File: src/rtl/fetch_ctrl.sv
// fetch_ctrl: program-counter sequencer for a simple in-order core.
// Owns the PC, the trap return address (epc), the latched trap cause and the
// in-trap flag, and walks a four-state FSM (RUN / FLUSH / HALT / FAULT).
//
// Handshake: there is no valid/ready pairing on this block. Every control
// input is a level sampled on the rising clk edge. fetch_valid is a registered
// qualifier: the instruction memory word at pc is meaningful only while
// fetch_valid is 1. No output depends combinationally on any input.
module fetch_ctrl #(
  parameter logic [15:0] RESET_PC = 16'h0000,
  parameter logic [15:0] TRAP_VEC = 16'h0100,
  parameter int          IM_WORDS = 128
) (
  input  logic        clk,
  input  logic        rst_n,
  input  logic        stall,
  input  logic        redirect,
  input  logic [15:0] redirect_pc,
  input  logic        trap_req,
  input  logic [3:0]  trap_cause,
  input  logic        uret,
  input  logic        epc_we,
  input  logic [15:0] epc_wdata,
  input  logic        halt_req,
  input  logic        resume,
  output logic [15:0] pc,
  output logic        fetch_valid,
  output logic [15:0] epc,
  output logic [3:0]  cause,
  output logic        in_trap,
  output logic [1:0]  state
);

  typedef enum logic [1:0] {
    S_RUN   = 2'd0,
    S_FLUSH = 2'd1,
    S_HALT  = 2'd2,
    S_FAULT = 2'd3
  } state_t;

  // Instruction memory size in bytes; 17 bits so the compare never wraps.
  localparam logic [16:0] IM_BYTES = 17'(IM_WORDS * 4);

  state_t      state_q, state_d;
  logic [15:0] pc_q, pc_d;
  logic [15:0] epc_q, epc_d;
  logic [3:0]  cause_q, cause_d;
  logic        in_trap_q, in_trap_d;

  logic        pc_in_range;
  logic        trap_take;
  logic        trap_capture;
  logic [3:0]  trap_code;

  assign pc_in_range = ({1'b0, pc_q} < IM_BYTES);

  // State register: FSM state plus all architectural fetch state.
  always_ff @(posedge clk or negedge rst_n) begin
    if (!rst_n) begin
      state_q   <= S_RUN;
      pc_q      <= RESET_PC;
      epc_q     <= 16'h0000;
      cause_q   <= 4'd0;
      in_trap_q <= 1'b0;
    end else begin
      state_q   <= state_d;
      pc_q      <= pc_d;
      epc_q     <= epc_d;
      cause_q   <= cause_d;
      in_trap_q <= in_trap_d;
    end
  end

  // Next-state logic: event priority in RUN is
  // out-of-range > trap_req > uret > redirect > halt_req > stall > increment.
  always_comb begin
    state_d      = state_q;
    pc_d         = pc_q;
    cause_d      = cause_q;
    in_trap_d    = in_trap_q;
    trap_take    = 1'b0;
    trap_code    = 4'd0;
    trap_capture = 1'b0;

    case (state_q)
      S_RUN: begin
        if (!pc_in_range) begin
          // No instruction exists at pc, so nothing else can be honoured.
          state_d = S_FAULT;
        end else if (trap_req) begin
          trap_take = 1'b1;
          trap_code = trap_cause;
        end else if (uret) begin
          if (in_trap_q) begin
            pc_d      = epc_q;
            in_trap_d = 1'b0;
            state_d   = S_FLUSH;
          end else begin
            // Return outside a handler is an illegal instruction.
            trap_take = 1'b1;
            trap_code = 4'd2;
          end
        end else if (redirect) begin
          if (redirect_pc[1:0] == 2'b00) begin
            pc_d    = redirect_pc;
            state_d = S_FLUSH;
          end else begin
            // Misaligned target.
            trap_take = 1'b1;
            trap_code = 4'd0;
          end
        end else if (halt_req) begin
          state_d = S_HALT;
        end else if (!stall) begin
          pc_d = pc_q + 16'd4;
        end
      end
      S_FLUSH: begin
        state_d = S_RUN;
      end
      S_HALT: begin
        if (resume) begin
          state_d = S_RUN;
          pc_d    = pc_q + 16'd4;
        end
      end
      S_FAULT: begin
        state_d = S_FAULT;
      end
      default: begin
        state_d = S_FAULT;
      end
    endcase

    // A trap inside a handler is a double fault: freeze, keep epc/cause.
    if (trap_take) begin
      if (in_trap_q) begin
        state_d = S_FAULT;
        pc_d    = pc_q;
      end else begin
        trap_capture = 1'b1;
        pc_d         = TRAP_VEC;
        cause_d      = trap_code;
        in_trap_d    = 1'b1;
        state_d      = S_FLUSH;
      end
    end

    // Trap capture of epc wins over a same-edge CSR write.
    if (trap_capture) begin
      epc_d = pc_q;
    end else if (epc_we) begin
      epc_d = epc_wdata;
    end else begin
      epc_d = epc_q;
    end
  end

  // Output decode: purely from registered state.
  always_comb begin
    pc          = pc_q;
    epc         = epc_q;
    cause       = cause_q;
    in_trap     = in_trap_q;
    state       = state_q;
    fetch_valid = (state_q == S_RUN) && pc_in_range;
  end

endmodule

File: config.mk
export PLATFORM = sky130hd
export DESIGN_NAME = fetch_ctrl
export DESIGN_NICKNAME = d
export VERILOG_FILES = /design/src/rtl/fetch_ctrl.sv
export SDC_FILE = /design/constraint.sdc
export NUM_CORES = 1
export LEC_CHECK = 0
export ABC_AREA = 1
export BUFFER_PORTS_ARGS = -buffer_cell sky130_fd_sc_hd__buf_2
export CORE_MARGIN = 5
export CORE_UTILIZATION = 35
export DETAILED_ROUTE_END_ITERATION = 12
export PLACE_DENSITY = 0.56
export SLEW_MARGIN = 0
export SYNTH_ARGS = -nofsm -noshare
export SYNTH_HDL_FRONTEND = slang
export SYNTH_SLANG_ARGS = --single-unit
File: constraint.sdc
create_clock -name clk -period 2.5 [get_ports clk]
set_input_delay 0.25 -clock clk [delete_from_list [all_inputs] [get_ports clk]]
set_output_delay 0.25 -clock clk [all_outputs]
set_load 0.01 [all_outputs]
==> flow_metrics.py <==
metrics = {
    "global_routing": {
        "grt_max_degree": 40,
        "grt-ovfl-total": 0,
        "grt_usage_pct": 18.5,
        "first_global_vias": 2811,
        "grt_pass1_wl_mm": 13.3,
        "antenna_found_initial": 0,
    },
    "critical_path": {
        "r2r-start": "pc[10]",
        "start_kind": "register",
        "crit_path_top_delay_cell": "dfrtp_1",
        "worst_ep_required_time_ns": 2.73,
        "crit_fanout": 19,
        "cp_cell_sequence": "nor2_2, nand2_2, nor2_8, nand3_4, nand2_4, nand2_4, nor2_4, nand3_1, nand2_1",
        "startpoint": "pc[10]",
        "critical_path_class": "register to register",
        "slowest_delay_ns": 0.46,
        "cp.arrival_ns": 2.19,
        "rr_worst_depth": 9,
        "timing.critical_path.mode_cell": "nand2_4",
        "end_kind": "register",
    },
    "detailed_routing": {
        "antenna_left": 0,
        "dr.first_iter.drc_count": 149,
        "remaining_drc_errors": 0,
        "via_per_inst": 4.92,
        "routed_wl_mm": 8.10,
        "drt_first_pass_iters": 4,
        "wl_per_cell_um": 14.8,
        "num_vias": 2695,
    },
    "place": {
        "gp_congestion": 0.829,
        "hpwlAfterDp_mm": 6.01,
        "portBuffers": 84,
    },
    "power_and_ir_drop": {
        "seq_power_share_pct": 44.5,
        "power_mw": 1.52,
        "clockPowerShare_pct": 42.0,
        "vdd_drop_max_mv": 0.216,
        "p_int_mw": 1.14,
        "switching_share_pct": 25.0,
        "p_comb_share_pct": 13.5,
        "leakage_nw": 1.72,
        "power_density_nw_per_um2": 473,
        "switching_power_mw": 0.378,
    },
    "clock_tree": {
        "ctsResizeCount": 0,
        "ctsLongestPathBuffers": 2,
        "clock_latency_ns": 0.29,
        "cts-root-buf": "clkbuf_8",
        "cts_tree": "done",
        "cts_htree_levels": 2,
        "cts-hold-fix-buffers": 0,
        "path_clk_slew_ns": 0.08,
        "clock_sinks": 39,
        "postCtsSetupRepairBufs": 0,
        "cts_buffers": 5,
    },
    "sta": {
        "report.final.slew_viol_count": 0,
        "fmax_mhz": 511,
        "worst_pin_slew_ns": 0.926,
        "setup_viol": 0,
        "fin_crit_ns": 1.96,
        "skew_ns": 0.00299,
        "rsz0062_at_grt": "no",
        "slew_headroom_pct": 38.3,
        "hold_viol_final": 0,
        "period_share_pct": 78.3,
        "tns_ns": 0,
    },
    "synthesis": {
        "synth-xor-area-share_pct": 1.01,
        "synth_edf_count": 0,
        "yosys_warnings": 0,
        "ys_ff_latch": 39,
        "synth.distinct_cells": 31,
        "synth_compound_gate_area_share_pct": 10.5,
        "syn_inst": 369,
        "mappedNetlistArea_sq_um": 2610,
        "synth.mux.area_fraction_pct": 0,
        "avgSynthCellArea_sq_um": 7.08,
        "synth_top_family_by_area": "simple AND/OR/NAND/NOR gates",
        "synthArstFlopShare_pct": 100,
        "synthSimpleGateAreaFrac_pct": 42.4,
        "synth_nets": 415,
        "synth_top_flop_cell": "dfrtp_1",
        "synth-adder-area-share_pct": 0.479,
        "ys_seq_area_share_pct": 37.4,
    },
    "layout": {
        "drive_gt1_share_pct": 26.5,
        "antennaDiodeCount": 0,
        "layout.nets": 494,
        "num-fill-cells": 812,
        "area_growth_pct": 22.7,
    },
    "worst_hold_path": {
        "min_path_type": "primary input to async pin",
    },
    "die": {
        "coreArea_sq_um": 7250,
        "die-area_sq_um": 9290,
        "rows": 31,
        "die_h_um": 96.4,
        "die_w_um": 96.4,
        "initial_core_util_pct": 36.0,
        "ios": 85,
    },
    "run": {
        "maxCapViolations": 0,
    },
    "run_status": {
        "status": "finished clean",
    },
}
-- critical path: cells and delay by family, from the launching register on --
family           cells  cell delay [ns]
DFF                  1             0.46
and+or+nand+nor      9             1.44
-- cells in the mapped netlist (3+ instances only) --
cell type / number / area share (%)
nand2_1: 132 / 19
nand3_1: 53 / 10
dfrtp_1: 39 / 37
nor2_1: 30 / 4.3
inv_1: 27 / 3.9
o22ai_1: 13 / 3.1
o21ai_0: 12 / 2.3
a21oi_1: 10 / 1.9
nor2_4: 6 / 2.6
buf_6: 5 / 2.2
nand4_1: 4 / 0.96
o211ai_2: 4 / 1.9
clkbuf_1: 3 / 0.43
nand2_2: 3 / 0.72
nor2_2: 3 / 0.72
xor2_1: 3 / 1.0
-- per-layer routing --
layer / up-vias / track usage, % / part of all wire [%]
li1: 1366 / - / -
met1: 1250 / 24.1 / 47
met2: 69 / 31.2 / 47
met3: 10 / 3.18 / 4.8
met4: 0 / 5.72 / 1.5
met5: - / 0 / 0
-- logic make-up (layout without fill, tap and decap cells) --
kind of cell	Yosys count	after routing
XOR/XNOR	3	3
buffers and inverters	44	124
flip-flops	39	39
AND/OR/NAND/NOR	238	238
AO/OA/AOI/OAI	44	44
adder cells (fa/ha/maj)	1	1
-- stage by stage --
stage	setup WS (ns)	utilization, %	instance area, sq um	hold slack (ns)	cells
final	0.542	44.2	3200	0.0919	548
after global placement	0.564	42.3	3070	0.442	540
after detailed placement	0.549	42.3	3070	0.443	540
after floorplan	0.868	-	2610	-0.0456	369
after CTS	0.536	44.2	3200	0.115	548
after global routing	0.391	44.2	3200	0.158	548
-- cells in the final DEF (no fill, tap or decap), drive strengths merged, types with 3 or more instances in the layout --
cell / count
dfrtp: 39
nor2: 41
clkbuf: 6
o22ai: 13
nand4: 4
a21oi: 11
o21ai: 14
inv: 30
nand2: 137
o211ai: 4
xor2: 3
nand3: 55
buf: 86
-- power groups by stage --
stage	Combinational, mW	Clock [mW]	Sequential (mW)
2_1_floorplan	0.0984	0	0.693
3_3_place_gp	0.207	0	0.686
3_5_place_dp	0.207	0	0.686
4_1_cts	0.208	0.651	0.673
5_1_grt	0.233	0.678	0.677
6_report	0.204	0.637	0.674
-- layout make-up --
class / instances / area (sq um) / share of cell area [%]
Clock buffer: 6 / 72.6 / 2.27
Sequential cell: 39 / 976 / 30.5
Clock inverter: 2 / 60.1 / 1.88
Multi-Input combinational cell: 286 / 1420 / 44.3
Inverter: 30 / 115 / 3.59
Tap cell: 99 / 124 / 3.87
Timing Repair Buffer: 86 / 435 / 13.6
-- state kept, by name, summed over array words and instances (netlist names) --
signal,count
epc,16
in_trap,1
cause,4
pc,16
state,2
-- worst paths after layout --
kind	endpoint	slack, ns
hold / removal	state[1]	0.09
max in group asynchronous	pc[12]	1.83
setup reg to reg	pc[7]	0.54
setup / recovery	pc[7]	0.54
min in group clk	epc[10]	0.18
hold reg to reg	cause[0]	0.49
No activity file was read; power rests on OpenSTA's default activity.
